File: config.mk
export PLATFORM = sky130hd
export DESIGN_NAME = tcdm_traffic_gen
export DESIGN_NICKNAME = d
export VERILOG_FILES = /design/src/rtl/tcdm_traffic_pkg.sv /design/src/rtl/tcdm_lfsr32.sv /design/src/rtl/tcdm_traffic_gen.sv
export SDC_FILE = /design/constraint.sdc
export NUM_CORES = 1
export LEC_CHECK = 0
export BUFFER_PORTS_ARGS = -buffer_cell sky130_fd_sc_hd__buf_4
export CORE_MARGIN = 2
export CORE_UTILIZATION = 57
export CTS_BUF_LIST = sky130_fd_sc_hd__clkbuf_8
export CTS_CLUSTER_SIZE = 28
export DETAILED_ROUTE_END_ITERATION = 7
export PLACE_DENSITY = 0.81
export SLEW_MARGIN = 20
export SYNTH_ARGS = -nofsm -noshare
export SYNTH_HDL_FRONTEND = slang
export SYNTH_SLANG_ARGS = --single-unit
export TNS_END_PERCENT = 1
File: constraint.sdc
create_clock -name clk_i -period 33.7 [get_ports clk_i]
set_clock_uncertainty 0.2 [all_clocks]
set_input_delay 6.74 -clock clk_i [delete_from_list [all_inputs] [get_ports clk_i]]
set_output_delay 6.74 -clock clk_i [all_outputs]
set_load 0.02 [all_outputs]
File: src/rtl/tcdm_traffic_pkg.sv
// Shared types and constants for the TCDM traffic generator.
package tcdm_traffic_pkg;

   typedef enum logic [1:0] {
      UNIFORM  = 2'd0,
      LINEAR   = 2'd1,
      CONSTANT = 2'd2,
      LIN_RAND = 2'd3
   } mode_e;

   typedef enum logic [1:0] {
      IDLE  = 2'd0,
      RUN   = 2'd1,
      DRAIN = 2'd2,
      DONE  = 2'd3
   } state_e;

   localparam logic [31:0] LfsrPoly        = 32'h8020_0003;
   localparam int unsigned CntWidthDefault = 32;

   // An all-zero seed would lock the LFSR, so fall back to 1.
   function automatic logic [31:0] eff_seed(input logic [31:0] seed, input logic [31:0] id);
      logic [31:0] s;
      s = seed ^ id;
      return (s == 32'd0) ? 32'd1 : s;
   endfunction

endpackage

File: src/rtl/tcdm_lfsr32.sv
// 32-bit Galois LFSR; loads its seed on reset and steps when enabled.
module tcdm_lfsr32
   import tcdm_traffic_pkg::*;
#(
   parameter logic [31:0] Seed = 32'h0000_0001
) (
   input  logic        clk_i,
   input  logic        rst_ni,
   input  logic        en_i,
   output logic [31:0] state_o
);

   always_ff @(posedge clk_i or negedge rst_ni) begin
      if (!rst_ni) begin
         state_o <= Seed;
      end else if (en_i) begin
         state_o <= (state_o >> 1) ^ (state_o[0] ? LfsrPoly : 32'd0);
      end
   end

endmodule

File: src/rtl/tcdm_traffic_gen.sv
// Per-master TCDM traffic source with req/gnt/wait statistics.
// Optional response checker (err_o) enabled by TCDM_TRAFFIC_GEN_RESP_CHECK_EN.
//
// state | meaning
// IDLE  | waiting for start_i after reset
// RUN   | issuing requests until the cycle budget expires and nothing is pending
// DRAIN | one cycle for the last response to return
// DONE  | finished; start_i re-arms a new run
module tcdm_traffic_gen
   import tcdm_traffic_pkg::*;
#(
   parameter int unsigned DataWidth   = 32,
   parameter int unsigned AddrWidth   = 32,
   parameter int unsigned WordIdxBits = 12,
   parameter int unsigned CntWidth    = CntWidthDefault,
   parameter int unsigned MasterId    = 0,
   parameter logic [31:0] Seed        = 32'hDEAD_BEEF
) (
   input  logic                   clk_i,
   input  logic                   rst_ni,
   input  logic                   start_i,
   input  logic [1:0]             mode_i,
   input  logic [8:0]             p_req_i,
   input  logic [7:0]             max_len_i,
   input  logic [WordIdxBits-1:0] base_i,
   input  logic                   allow_wr_i,
   input  logic [CntWidth-1:0]    num_cycles_i,
   output logic                   req_o,
   output logic [AddrWidth-1:0]   add_o,
   output logic                   wen_o,
   output logic [DataWidth-1:0]   wdata_o,
   output logic [DataWidth/8-1:0] be_o,
   input  logic                   gnt_i,
   input  logic                   vld_i,
   input  logic [DataWidth-1:0]   rdata_i,
`ifdef TCDM_TRAFFIC_GEN_RESP_CHECK_EN
   output logic                   err_o,
`endif
   output logic                   busy_o,
   output logic                   done_o,
   output logic [CntWidth-1:0]    req_cnt_o,
   output logic [CntWidth-1:0]    gnt_cnt_o,
   output logic [CntWidth-1:0]    wait_cnt_o
);

   localparam int unsigned OffBits = $clog2(DataWidth / 8);
   localparam logic [31:0] EffSeed = eff_seed(Seed, 32'(MasterId));

   state_e                 state_q, state_d;
   mode_e                  mode_q;
   logic [8:0]             p_req_q;
   logic [7:0]             max_len_q;
   logic [WordIdxBits-1:0] base_q;
   logic                   allow_wr_q;
   logic [CntWidth-1:0]    cycles_left_q;
   logic [WordIdxBits-1:0] cur_idx_q;
   logic [7:0]             burst_left_q;
   logic [31:0]            lfsr;

   logic                   start_ok, granted, slot_free, run_end, issue, new_burst;
   logic [WordIdxBits-1:0] rand_idx, idx_inc, idx_sel;
   logic [7:0]             burst_dec, max_len_eff, burst_len;
   logic [AddrWidth-1:0]   add_nxt;
   logic [DataWidth-1:0]   wdata_nxt;

   tcdm_lfsr32 #(.Seed(EffSeed)) i_lfsr (
      .clk_i   (clk_i),
      .rst_ni  (rst_ni),
      .en_i    (state_q == RUN),
      .state_o (lfsr)
   );

   assign start_ok  = start_i && ((state_q == IDLE) || (state_q == DONE));
   assign granted   = req_o & gnt_i;
   assign slot_free = ~req_o | gnt_i;
   assign run_end   = (cycles_left_q == '0);
   assign issue     = (state_q == RUN) && slot_free && !run_end &&
                      ({1'b0, lfsr[7:0]} < p_req_q);
   assign busy_o    = (state_q == RUN) || (state_q == DRAIN);
   assign done_o    = (state_q == DONE);

   always_ff @(posedge clk_i or negedge rst_ni) begin
      if (!rst_ni) state_q <= IDLE;
      else         state_q <= state_d;
   end

   always_comb begin
      state_d = state_q;
      unique case (state_q)
         IDLE, DONE: if (start_i) state_d = RUN;
         RUN:        if (run_end && slot_free) state_d = DRAIN;
         DRAIN:      state_d = DONE;
         default:    state_d = IDLE;
      endcase
   end

   // Index/burst bookkeeping first accounts for a grant in this cycle, then
   // picks the index of the request that would be issued on the next edge.
   always_comb begin
      rand_idx  = '0;
      wdata_nxt = '0;
      for (int i = 0; i < int'(WordIdxBits); i++) rand_idx[i] = lfsr[(i + 8) % 32];
      for (int i = 0; i < int'(DataWidth); i++)   wdata_nxt[i] = lfsr[i % 32];
      idx_inc     = cur_idx_q + WordIdxBits'(granted);
      burst_dec   = burst_left_q - 8'((granted && (burst_left_q != 8'd0)) ? 1 : 0);
      new_burst   = (burst_dec == 8'd0);
      max_len_eff = (max_len_q == 8'd0) ? 8'd1 : max_len_q;
      burst_len   = (lfsr[31:24] % max_len_eff) + 8'd1;
      unique case (mode_q)
         UNIFORM:  idx_sel = rand_idx;
         LINEAR:   idx_sel = idx_inc;
         CONSTANT: idx_sel = base_q;
         default:  idx_sel = new_burst ? rand_idx : idx_inc;
      endcase
      add_nxt = '0;
      add_nxt[OffBits +: WordIdxBits] = idx_sel;
   end

   always_ff @(posedge clk_i or negedge rst_ni) begin
      if (!rst_ni) begin
         mode_q        <= UNIFORM;
         p_req_q       <= '0;
         max_len_q     <= '0;
         base_q        <= '0;
         allow_wr_q    <= 1'b0;
         cycles_left_q <= '0;
         cur_idx_q     <= '0;
         burst_left_q  <= '0;
         req_o         <= 1'b0;
         add_o         <= '0;
         wen_o         <= 1'b0;
         wdata_o       <= '0;
         be_o          <= '0;
         req_cnt_o     <= '0;
         gnt_cnt_o     <= '0;
         wait_cnt_o    <= '0;
      end else if (start_ok) begin
         mode_q        <= mode_e'(mode_i);
         p_req_q       <= p_req_i;
         max_len_q     <= max_len_i;
         base_q        <= base_i;
         allow_wr_q    <= allow_wr_i;
         cycles_left_q <= num_cycles_i;
         cur_idx_q     <= base_i;
         burst_left_q  <= '0;
         req_o         <= 1'b0;
         req_cnt_o     <= '0;
         gnt_cnt_o     <= '0;
         wait_cnt_o    <= '0;
      end else begin
         if (req_o && (req_cnt_o != '1))               req_cnt_o  <= req_cnt_o + CntWidth'(1);
         if (granted && (gnt_cnt_o != '1))             gnt_cnt_o  <= gnt_cnt_o + CntWidth'(1);
         if (req_o && !gnt_i && (wait_cnt_o != '1))    wait_cnt_o <= wait_cnt_o + CntWidth'(1);
         if (state_q == RUN) begin
            if (!run_end)  cycles_left_q <= cycles_left_q - CntWidth'(1);
            if (slot_free) req_o <= issue;
            if (issue) begin
               add_o   <= add_nxt;
               wen_o   <= allow_wr_q & lfsr[31];
               wdata_o <= wdata_nxt;
               be_o    <= '1;
            end
            if (issue && (mode_q == LIN_RAND) && new_burst) begin
               cur_idx_q    <= rand_idx;
               burst_left_q <= burst_len;
            end else begin
               cur_idx_q    <= idx_inc;
               burst_left_q <= burst_dec;
            end
         end
      end
   end

`ifdef TCDM_TRAFFIC_GEN_RESP_CHECK_EN
   logic granted_q;
   logic unused_resp;
   assign unused_resp = ^rdata_i;

   // Responses must arrive exactly one cycle after each grant, never otherwise.
   always_ff @(posedge clk_i or negedge rst_ni) begin
      if (!rst_ni) begin
         granted_q <= 1'b0;
         err_o     <= 1'b0;
      end else begin
         granted_q <= granted;
         if (start_ok)                err_o <= 1'b0;
         else if (granted_q != vld_i) err_o <= 1'b1;
      end
   end
`else
   logic unused_resp;
   assign unused_resp = vld_i ^ (^rdata_i);
`endif

endmodule

Yosys cells after proc, flatten, opt, wreduce, memory -nomap -nowiden
Cells that the tools add are included.
W data, S select, Z words.
{ "totals": {"register_bits": 261, "output_inout_bits": 168, "wordCells": 103} }
{ "op_classes": {"n_mux": 26, "order_cmp": 1, "n_div": 1, "add_sub_neg": 7, "eq_ne": 12, "bitwise": 6, "reduce_logical": 32} }
{ "op_table": {"columns": ["operator", "count"], "rows": [
  ["$mux W32", 10],
  ["$add A32 B1 Y32 const B", 3],
  ["$ne A32 B32 Y1 const B", 3],
  ["$mux W12", 4],
  ["$pmux W12 S3", 1],
  ["$logic_not A32 Y1", 1],
  ["$mux W8", 4],
  ["$sub A32 B1 Y32 const B", 1],
  ["$xor A31 B32 Y32", 1],
  ["$logic_not A8 Y1", 2],
  ["$add A12 B1 Y12", 1],
  ["$logic_and A1 B1 Y1", 12],
  ["$reduce_bool A2 Y1", 5],
  ["$lt A8 B9 Y1", 1],
  ["$add A8 B1 Y8 const B", 1],
  ["$eq A2 B2 Y1 const B", 4],
  ["$mod A8 B8 Y8", 1],
  ["$reduce_bool A8 Y1", 1],
  ["$sub A8 B1 Y8", 1],
  ["$ne A2 B2 Y1 const B", 3],
  ["$pmux W2 S3", 1],
  ["$reduce_and A2 Y1", 3],
  ["$eq A2 B1 Y1 const B", 2],
  ["$logic_not A2 Y1", 2],
  ["other kinds (9)", 17]
]} }

Depth between registers and ports, before layout
{ "logic_depth": {"depth_word": 10, "mapped_depth": 56, "ltp_nobuf": 54} }

By module
From an unflattened synthesis, not the netlist that was laid out.
{ "hier_totals": {"hier_cells": 1649, "hier_area_um2": 15263.4} }
{ "by_module_without_submodules": {"columns": ["module", "cells_per_inst", "area_each_um2", "n_inst"], "rows": [
  ["tcdm_traffic_gen", 1576, 13902.1, 1],
  ["tcdm_lfsr32", 73, 1361.3, 1]
]} }

Worst setup path before layout
No wires, ideal clock.
{ "synth_timing": {"kind": "register -> register", "start": "reg max_len_q[4]", "end": "reg burst_left_q[6]", "setup_time_ns": 0.095, "path_buffers": 2, "path_stages_with_launch": 51, "slack_ns": 21.491, "arrival_ns": 11.913, "t_required_ns": 33.405, "cell_sequence": "dfrtp_1 > nor4_4 > and3_1 > or2_2 > inv_1 > ha_1 > a21oi_1 > ha_1 > or4b_1 > a2111oi_4 > a211oi_1 > ha_1 > nand2_1 > o32ai_1 > nand2_1 > mux2_4 > ha_1 > a21boi_0 > (+15 left out) > or2_2 > ha_1 > a21oi_1 > a2bb2oi_1 > mux2i_1 > inv_1 > fa_1 > nand2b_1 > a21oi_1 > o21ai_0 > a31oi_1 > buf_6 > nor2_1 > a21oi_1 > ha_1 > inv_1 > o31a_1 > o31ai_1"} }
{ "synth_between": {"elab_chain_cells": 7} }
{ "synth_lines": {"columns": ["element", "line_no", "text"], "rows": [
  ["from (decl)", "tcdm_traffic_gen.sv:52", "logic [7:0] max_len_q;"],
  ["from (signal assigned)", "tcdm_traffic_gen.sv:140", "max_len_q <= max_len_i;"],
  ["$logic_not A8 Y1", "tcdm_traffic_gen.sv:107", "max_len_eff = (max_len_q == 8'd0) ? 8'd1 : max_len_q;"],
  ["$mux W8 *", "tcdm_traffic_gen.sv:107", null],
  ["$mod A8 B8 Y8 *", "tcdm_traffic_gen.sv:108", "burst_len = (lfsr[31:24] % max_len_eff) + 8'd1;"],
  ["$add A8 B1 Y8 *", "tcdm_traffic_gen.sv:108", null],
  ["$mux W8 *", "tcdm_traffic_gen.sv:163", "if (issue && (mode_q == LIN_RAND) && new_burst) begin"],
  ["$mux W8 *", "tcdm_traffic_gen.sv:154", "if (state_q == RUN) begin"],
  ["$mux W8 *", "tcdm_traffic_gen.sv:137", "end else if (start_ok) begin"],
  ["to (signal assigned)", "tcdm_traffic_gen.sv:165", "burst_left_q <= burst_len;"],
  ["to (signal assigned)", "tcdm_traffic_gen.sv:168", "burst_left_q <= burst_dec;"],
  ["to (decl)", "tcdm_traffic_gen.sv:57", "logic [7:0] burst_left_q;"]
]} }
Mark *: on every way between the ends. The rest lies on a longest branch, timed or not. The select of a mux whose other input is x is not followed.
A chain may end at the register's enable or synchronous reset.

Final worst setup path
{ "layout_timing": {"start": "reg max_len_q[7]", "end": "reg burst_left_q[6]"} }
The elaborated chain is that of the path after synthesis.

==> run metrics <==
outcome complete, no violations; Async SR Flop Fraction 100%; initial antenna violation count 1; Worst path slowest cell o41a_1; Yosys top cell by area dfrtp_1; number of distinct library cells after synthesis 90; Yosys reg bits 261; syn avg cell area 9.35 µm²; Fillers 2,023; Slew Viols, Final 0; Hold Path Class flip-flop to flip-flop; period utilisation layout 41.8%; Nets 1,958; clk buf depth 3; count leader, synth dfrtp_1; YS warnings 0; Starting DRT DRC Count 755; max-cap violation count 0; Cells after Synth 1,594; Critical Path RT 33,940 ps; Die X 166 µm; Worst path most repeated cell ha_1; Top-Level Pins 269; GR Overflow Total 0; synthesized area 14,900 µm²; Detailed Routing Iterations Pass 1 5; critical path's top delay family compound AO/OA/AOI/OAI gates; FF-to-FF setup slack 19,630 ps; DRC viols 0; Seq/Total Area, Yosys 44.0%; clk_lat worst skew 560 ps; setup TNS 0 ps; DP HPWL 25,200 µm; max_slew headroom 36.0%; quantity of I/O buffers inserted on ports 215; Starting Density 57.7%; core area 25,800 µm²; Hold Violations, Final 0; critical path class flip-flop to flip-flop; fraction of layout cells with a size suffix above 1 22.7%; total CTS buffers 44; RePlAce Congestion 0.852; Area growth syn-to-layout 17.5%; number of synthesized flops with an enable pin 0; CP arrival 14,310 ps; global-route wire length before repair 60,400 µm; pre-CTS setup slack 19,890 ps; Total GRT Usage 26.2%; critical path launch point type flip-flop; Util after Layout 67.8%; CTS Hold Bufs 0; unrepaired setup endpoints after global routing no; Worst Slack Setup Final 19,630 ps; H-tree levels 2; Die Ht 166 µm; postcts setup bufs 0; final setup violation count 0; worst slew pin tran 961 ps; number of global-route vias before repair 12,300; critical path capture point type flip-flop; Routed Antenna Nets 0; CTS tree yes; max frequency 71.1 MHz; clk slew on worst S/H paths 60 ps; drt total wl 36,200 µm; clk sinks 261; vias per cell 5.70; post_cts resized 0; post-DR wirelength/cell 16.7 µm; Post-synth top flop dfrtp_1; CP peak stage delay 580 ps; Synth area leaders dfrtp_1, nand2_1, ha_1; vias 12,400; Max FO, Critical Path 18; Row Count 59; CTS Root Cell clkbuf_8; post-route insts no fill 2,169; Inst Count DP 2,089; CP bufs+invs 6; die area 27,400 µm²; Post-synth top cells dfrtp_1, nand2_1, nor2_1; Final Critical Period 14,070 ps; largest net degree at the start of global routing 126; post-synth top area share 39.8%
==> per-stage QoR <==
stage	hold slack, ps	cell area, µm²
detailed placement	264	16600
finish	275	17500
global placement	254	16600
CTS	278	17500
floorplan	238	15000
global route	294	17500
==> area by class of cell <==
cell class              instances  area [µm²]  share of cell area (%)
clock buffers                  52         716                    4.09
clock inverters                27         153                   0.872
flip-flops and latches        261        6560                    37.5
multi-input cells            1208        7730                    44.1
well taps                     335         419                    2.39
repair buffers                227        1710                    9.77
inverters                      58         218                    1.24
diodes                          1        2.50                  0.0143
==> routing by layer <==
layer / routed length [µm] / track usage (%) / vias to the layer above
li1: - / - / 5940
met1: 15000 / 33.3 / 5935
met2: 17300 / 43.7 / 416
met3: 3070 / 7.81 / 70
met4: 830 / 7.60 / 2
met5: 16 / 0 / -
==> final timing paths <==
kind	from	endpoint	cells after the start
worst max-delay path	max_len_q[7]	burst_left_q[6]	54
worst min-delay path	base_q[2]	base_q[2]	2
worst max register to register	max_len_q[7]	burst_left_q[6]	54
worst min register to register	base_q[2]	base_q[2]	2
max in group asynchronous	rst_ni	max_len_q[2]	2
min in group asynchronous	rst_ni	req_cnt_o[1]	1
==> sequential cells by signal, indices dropped and copies added, names as in the netlist, 2 cells and up <==
name            flops
wait_cnt_o         32
gnt_cnt_o          32
cur_idx_q          12
wdata_o            32
state_q             2
max_len_q           8
cycles_left_q      32
p_req_q             9
mode_q              2
burst_left_q        8
base_q             12
i_lfsr.state_o     32
req_cnt_o          32
add_o              12
==> cells in the final DEF, fill, tap and decap left out, types with 5 or more instances in the layout <==
master    netlist  final
a21o_1          8      8
a31oi_1        17     17
o211ai_1       10     10
nand3_1        39     39
mux4_2          5      5
nor4_1         16     16
dfstp_2        24     24
inv_1          56     74
mux2_2         55     55
and4_1         16     16
a211oi_1       13     13
o21ai_0       122    122
o21a_1         10     10
or2_2          12     12
mux2i_1        15     15
nor2_1        172    172
nand4_1        26     26
dfrtp_1       237    237
or3_1          26     25
and2_1          7      6
and3_1         20     20
ha_1           56     55
a21oi_1        51     51
nor2b_1         8      8
xnor2_1        71     71
o22ai_1        11     11
xor2_1         69     69
clkinv_2        0      6
buf_4          24    226
nor3_1         29     29
nand2_1       219    219
nand2b_1        7      7
clkbuf_8        0     52
or4_1           5      5
conb_1          1     20
o31ai_1         5      5
==> logic make-up (layout without fill, tap and decap cells) <==
group                    Yosys count  count (layout)  share of synthesized area, %
flip-flops                       261             261                          44.0
multiplexers                      76              76                          6.02
XOR/XNOR                         140             140                          8.23
adder cells (fa/ha/maj)           57              57                          4.84
buffers and inverters            144             364                          4.59
AO/OA/AOI/OAI                    293             293                          12.4
AND/OR/NAND/NOR                  622             622                          19.8
other                              1              21                        0.0252
==> tightest hold or removal path: stages (launching register included) <==
cell and delay, ps:
dfrtp_1 340, nand2_1 50, nand2_1 50
Power is left out: the tool's default activity adds up to more than one toggle a clock period on the data nets, which glitch-free logic cannot reach.
